==> src/rtl/mem_access_unit.sv <==
// Memory-stage load/store sequencer between the pipeline and the data cache.
// It aligns store data into byte lanes, runs the request/response handshake,
// guards the response wait with a timeout, and returns sign/zero-extended
// load results. The upstream pipeline is frozen with stall while it works.
//
// state  | meaning
// -------+-----------------------------------------------------------------
// S_IDLE | no transaction; accepts an aligned load/store, flags misalignment
// S_REQ  | request presented to the dcache, held stable until ready
// S_WAIT | load issued, waiting for the response strobe (timeout counted)
// S_DONE | transaction finished; load result pulses wb_valid, stall released
module mem_access_unit #(
   parameter int unsigned TIMEOUT_CYC = 255
) (
   input  logic        clk,
   input  logic        reset_n,
   input  logic        mem_valid,
   input  logic        is_load,
   input  logic        is_store,
   input  logic [2:0]  funct3,
   input  logic [31:0] addr,
   input  logic [31:0] store_data,
   input  logic [3:0]  write_mask,
   output logic        dcache_req_valid,
   input  logic        dcache_req_ready,
   output logic [31:0] dcache_addr,
   output logic [31:0] dcache_din,
   output logic [3:0]  dcache_we,
   output logic        dcache_re,
   input  logic        dcache_resp_valid,
   input  logic [31:0] dcache_dout,
   output logic        stall,
   output logic        wb_valid,
   output logic [31:0] load_data,
   output logic        exc_misaligned,
   output logic        exc_bus
);

   typedef enum logic [1:0] {
      S_IDLE = 2'd0,
      S_REQ  = 2'd1,
      S_WAIT = 2'd2,
      S_DONE = 2'd3
   } state_t;

   // Counter runs 0..TIMEOUT_CYC-1 across the WAIT cycles; the last value
   // is the cycle in which the bus error is declared.
   localparam int unsigned CNT_W = (TIMEOUT_CYC < 2) ? 1 : $clog2(TIMEOUT_CYC);
   localparam logic [CNT_W-1:0] CNT_LAST = CNT_W'(TIMEOUT_CYC - 1);

   state_t           state;
   logic [CNT_W-1:0] wait_cnt;
   logic             load_q;
   logic [2:0]       funct3_q;
   logic [1:0]       offset_q;

   logic             op_mem;
   logic             aligned;
   logic             accept;
   logic             misalign;
   logic [31:0]      lane_data;

   // Alignment: bytes always legal, halves need addr[0]=0, words need addr[1:0]=0.
   always_comb begin
      aligned = 1'b1;
      case (funct3[1:0])
         2'b00:   aligned = 1'b1;
         2'b01:   aligned = ~addr[0];
         default: aligned = (addr[1:0] == 2'b00);
      endcase
   end

   assign op_mem   = mem_valid & (is_load | is_store);
   assign accept   = (state == S_IDLE) & op_mem & aligned;
   assign misalign = (state == S_IDLE) & op_mem & ~aligned;

   // Stall must rise in the accepting cycle so the op is not lost upstream.
   assign stall = accept | (state == S_REQ) | (state == S_WAIT);

   // Replicate store data so every byte lane carries the value; the write
   // mask then picks the lanes that actually get written.
   always_comb begin
      lane_data = store_data;
      case (funct3[1:0])
         2'b00:   lane_data = {4{store_data[7:0]}};
         2'b01:   lane_data = {2{store_data[15:0]}};
         default: lane_data = store_data;
      endcase
   end

   function automatic logic [31:0] extract_load(input logic [31:0] word,
                                                input logic [1:0]  off,
                                                input logic [2:0]  f3);
      logic [7:0]  b;
      logic [15:0] h;
      case (off)
         2'd0:    b = word[7:0];
         2'd1:    b = word[15:8];
         2'd2:    b = word[23:16];
         default: b = word[31:24];
      endcase
      h = off[1] ? word[31:16] : word[15:0];
      case (f3)
         3'b000:  return {{24{b[7]}}, b};
         3'b001:  return {{16{h[15]}}, h};
         3'b100:  return {24'd0, b};
         3'b101:  return {16'd0, h};
         default: return word;
      endcase
   endfunction

   // Main sequencer: state, latched op, dcache request and result/fault pulses.
   always_ff @(posedge clk or negedge reset_n) begin
      if (!reset_n) begin
         state            <= S_IDLE;
         wait_cnt         <= '0;
         load_q           <= 1'b0;
         funct3_q         <= 3'd0;
         offset_q         <= 2'd0;
         dcache_req_valid <= 1'b0;
         dcache_addr      <= 32'd0;
         dcache_din       <= 32'd0;
         dcache_we        <= 4'd0;
         dcache_re        <= 1'b0;
         wb_valid         <= 1'b0;
         load_data        <= 32'd0;
         exc_misaligned   <= 1'b0;
         exc_bus          <= 1'b0;
      end else begin
         wb_valid       <= 1'b0;
         exc_misaligned <= 1'b0;
         exc_bus        <= 1'b0;
         case (state)
            S_IDLE: begin
               if (accept) begin
                  load_q           <= is_load;
                  funct3_q         <= funct3;
                  offset_q         <= addr[1:0];
                  dcache_addr      <= {addr[31:2], 2'b00};
                  dcache_din       <= lane_data;
                  dcache_we        <= is_load ? 4'd0 : write_mask;
                  dcache_re        <= is_load;
                  dcache_req_valid <= 1'b1;
                  wait_cnt         <= '0;
                  state            <= S_REQ;
               end else if (misalign) begin
                  exc_misaligned <= 1'b1;
               end
            end
            S_REQ: begin
               if (dcache_req_ready) begin
                  dcache_req_valid <= 1'b0;
                  dcache_we        <= 4'd0;
                  dcache_re        <= 1'b0;
                  state            <= load_q ? S_WAIT : S_DONE;
               end
            end
            S_WAIT: begin
               // A response in the final timeout cycle still completes the load.
               if (dcache_resp_valid) begin
                  load_data <= extract_load(dcache_dout, offset_q, funct3_q);
                  wb_valid  <= 1'b1;
                  state     <= S_DONE;
               end else if (wait_cnt == CNT_LAST) begin
                  exc_bus  <= 1'b1;
                  wait_cnt <= '0;
                  state    <= S_IDLE;
               end else begin
                  wait_cnt <= wait_cnt + CNT_W'(1);
               end
            end
            S_DONE: begin
               state <= S_IDLE;
            end
            default: begin
               state <= S_IDLE;
            end
         endcase
      end
   end

endmodule

==> config.mk <==
export PLATFORM = sky130hd
export DESIGN_NAME = mem_access_unit
export DESIGN_NICKNAME = d
export VERILOG_FILES = /design/src/rtl/mem_access_unit.sv
export SDC_FILE = /design/constraint.sdc
export NUM_CORES = 1
export LEC_CHECK = 0
export CAP_MARGIN = 20
export CORE_ASPECT_RATIO = 0.8
export CORE_UTILIZATION = 40
export DETAILED_ROUTE_END_ITERATION = 8
export GPL_TIMING_DRIVEN = 1
export PLACE_DENSITY = 0.88
export SYNTH_ARGS = -nofsm -noshare
export SYNTH_HDL_FRONTEND = slang
export SYNTH_SLANG_ARGS = --single-unit
==> constraint.sdc <==
create_clock -name clk -period 1.9 [get_ports clk]
set_clock_uncertainty 0.15 [all_clocks]
set_input_delay 0.38 -clock clk [delete_from_list [all_inputs] [get_ports clk]]
set_output_delay 0.38 -clock clk [all_outputs]
set_load 0.03 [all_outputs]
==> flow_metrics.py, run 1 <==
metrics = {
    "route": {
        "top_layer_used": "met4",
        "via_count": 5369,
        "dr.first_iter.drc_count": 259,
        "final_antenna_net_count": 0,
        "drc": 0,
        "drt-total-wl_mm": 16.8,
        "wl_met1_mm": 7.20,
        "wl_per_cell_um": 16.1,
        "firstDrtPassIters": 5,
        "vias_per_cell": 5.15,
        "dr_wl_met3_mm": 1.20,
        "wl_met2_mm": 8.05,
    },
    "sta": {
        "grt_setup_unrepaired": "yes",
        "worst_pin_slew_ps": 496,
        "finalHoldViolCount": 0,
        "setup_viol": 1,
        "timing.final.crit_share_pct": 105,
        "finalCriticalPeriod_ps": 1990,
        "layout_setup_ws_ps": -90.2,
        "holdWs_ps": 219,
        "fin_setup_tns_ps": -90.2,
        "max_freq_ghz": 0.502,
        "report.final.slew_viol_count": 0,
        "slew_headroom_pct": 66.8,
    },
    "power_and_ir_drop": {
        "cellPowerDensity_nw_per_um2": 1630,
        "total_leakage_power_nw": 4.22,
        "peakVddDrop_mv": 0.932,
        "total_power_mw": 14.4,
    },
    "finish": {
        "drive_gt1_share_pct": 14.5,
        "post-route-util_pct": 64.8,
        "nets": 962,
        "stdcell_area_sq_um": 8810,
        "multi_input_area_sq_um": 2470,
        "nFillCells": 1135,
        "layout.cells.non_filler": 1043,
        "syn2layout_area_growth_pct": 57.5,
        "n_antenna_cell": 0,
        "register_area_sq_um": 2980,
    },
    "placed_design": {
        "dp_hpwl_mm": 12.1,
        "dpl_cell_area_sq_um": 8240,
        "place.gp.congestion": 0.902,
        "io_buffers": 213,
        "dp_slack_ps": -545,
        "place_inst": 1002,
    },
    "synth": {
        "synth_cell_types": 46,
        "synthTopCellsByArea": "dfrtp_1 (53%), nand2_1 (12%), o21ai_0 (4.8%)",
        "synth_ff_type": "dfrtp_1",
        "seq_area_frac_synth_pct": 53.2,
        "yosys_warnings": 0,
        "synth_edf_count": 0,
        "synth_area_leader_cell": "dfrtp_1",
        "ys_seq_elements": 119,
        "synthArstFlopShare_pct": 100,
        "synth_top_area_share_pct": 53.2,
        "syn-cell-area_sq_um": 5600,
        "synthCells": 601,
        "avgSynthCellArea_sq_um": 9.31,
    },
    "global_route": {
        "grtUsageTotal_pct": 23.9,
        "first_global_vias": 5294,
        "grt_max_degree": 66,
        "grt_first_pass_wirelength_mm": 26.7,
        "antenna_found_initial": 0,
        "grt_overflow_total": 0,
    },
    "critical_path": {
        "critical_path.max_fanout": 5,
        "max_stage_delay_ps": 440,
        "critPathCaptureType": "primary output",
        "critPathArrivalTime_ps": 1460,
        "slowest_stage": "dfrtp_2",
        "critPathKind": "register to primary output",
        "cp-start-kind": "register",
        "path_cells": "nor2_4 > nand3_2 > nand2b_4 > nand3_4 > buf_6",
        "crit_required_ps": 1370,
    },
    "clock_network": {
        "h-tree-depth": 4,
        "numCtsBuffers": 17,
        "cts.sinks": 119,
        "path_clk_slew_ps": 60,
        "cts_buffer_depth": 2,
        "cts-root-buf": "clkbuf_16",
        "cts_tree": "built",
        "clkLatencyLatePin_ps": 410,
    },
    "outcome": {
        "violations": "setup timing",
        "status": "finished with violations",
    },
    "floorplan": {
        "core-area_sq_um": 13600,
        "die_area_sq_um": 14500,
        "std_cell_rows": 38,
        "start_util_pct": 41.2,
        "die-height_um": 108,
        "num_io_pins": 216,
        "fp.dieW_um": 134,
    },
    "job": {
        "max-cap-violations": 0,
    },
    "hold_path": {
        "hold_class": "primary input to register",
    },
}
-- metal layers --
metal,global-route usage (%),vias up
met4,9.23,0
met5,0,-
met1,29.5,2578
met2,39.8,208
met3,6.54,27
li1,-,2556
-- repair_timing --
item                                    in CTS  in global routing
pin swaps                                    4                  4
resized for setup                          116                  4
hold buffers                                 1                  0
buffers inserted                             2                  6
endpoints found under the setup margin     112                 26
hold endpoints to repair                    29                  0
-- where the power goes --
group          internal (mW)  switching (mW)  leakage [nW]  total [mW]
Clock                   1.98            1.21         0.274        3.19
Combinational           2.52            4.32          2.47        6.84
Sequential              3.66           0.701          1.47        4.36
Total                   8.15            6.23          4.22        14.4
-- placed cells by master, fill, tap and decap left out, types with 17 or more instances in the layout --
cell type        netlist  routed
nand2_1              179     178
dfrtp_1              119     117
dlygate4sd2_1          0     107
clkdlybuf4s50_1        0     103
o21ai_0               54      54
buf_4                  2      49
a21oi_1               34      34
mux2i_1               26      26
nor2_1                22      20
clkbuf_16              0      17
-- worst paths after layout --
check                      depth (start not counted)                     endpoint  slack (ps)                   startpoint
setup reg to reg                                   6    load_data[21]$_DFFE_PN0P_          40         state[1]$_DFFE_PN0P_
hold reg to reg                                    2  dcache_addr[15]$_DFFE_PN0P_         320  dcache_addr[15]$_DFFE_PN0P_
setup / recovery                                   5                        stall         -90         state[0]$_DFFE_PN0P_
max in group asynchronous                          3     load_data[7]$_DFFE_PN0P_         720                      reset_n
min in group asynchronous                          2   dcache_din[21]$_DFFE_PN0P_         330                      reset_n
hold / removal                                     4     dcache_we[0]$_DFFE_PN0P_         220                      is_load
-- cells in the mapped netlist (12+ instances only) --
library cell / count
nand2_1: 179
dfrtp_1: 119
o21ai_0: 54
a21oi_1: 34
mux2i_1: 26
nor2_1: 22
clkbuf_1: 18
o211ai_1: 16
buf_2: 15
mux2_2: 14
nand3b_1: 12
-- worst max-delay path: cells and delay by family, from the launching register on --
family,cells,cell delay [ps]
buffers and inverters,1,130
flip-flops,1,440
AND/OR/NAND/NOR,4,490
-- registers in the layout, indices dropped and copies added, names as in the netlist, 2 cells and up --
| signal | count |
|---|---|
| wait_cnt | 8 |
| dcache_din | 32 |
| state | 2 |
| funct3_q | 3 |
| offset_q | 2 |
| dcache_addr | 30 |
| load_data | 32 |
| dcache_we | 4 |
-- cells by family (layout without fill, tap and decap cells) --
group                    count (synthesis)  in the layout  share of synthesized area, %
other                                    1              2                        0.0670
AND/OR/NAND/NOR                        252            252                          19.5
AO/OA/AOI/OAI                          141            141                          15.5
multiplexers                            40             40                          7.47
flip-flops                             119            119                          53.2
adder cells (fa/ha/maj)                  2              2                         0.447
buffers and inverters                   46            307                          3.87
-- layout make-up --
class                           instances  share of cell area, %
Clock inverter                         13                   1.69
Tap cell                              180                   2.56
Sequential cell                       119                   33.8
Timing Repair Buffer                  270                   28.7
Inverter                                5                  0.213
Clock buffer                           19                   5.03
Multi-Input combinational cell        437                   28.0
(Power assumes the default switching activity.)
==> inputs of run 2 (changes only) <==
- CAP_MARGIN: 20 -> unset
- CTS_CLUSTER_SIZE: unset -> 12
==> results of run 2 <==
The final DEF is identical to that of run 1; final timing and power are the same.
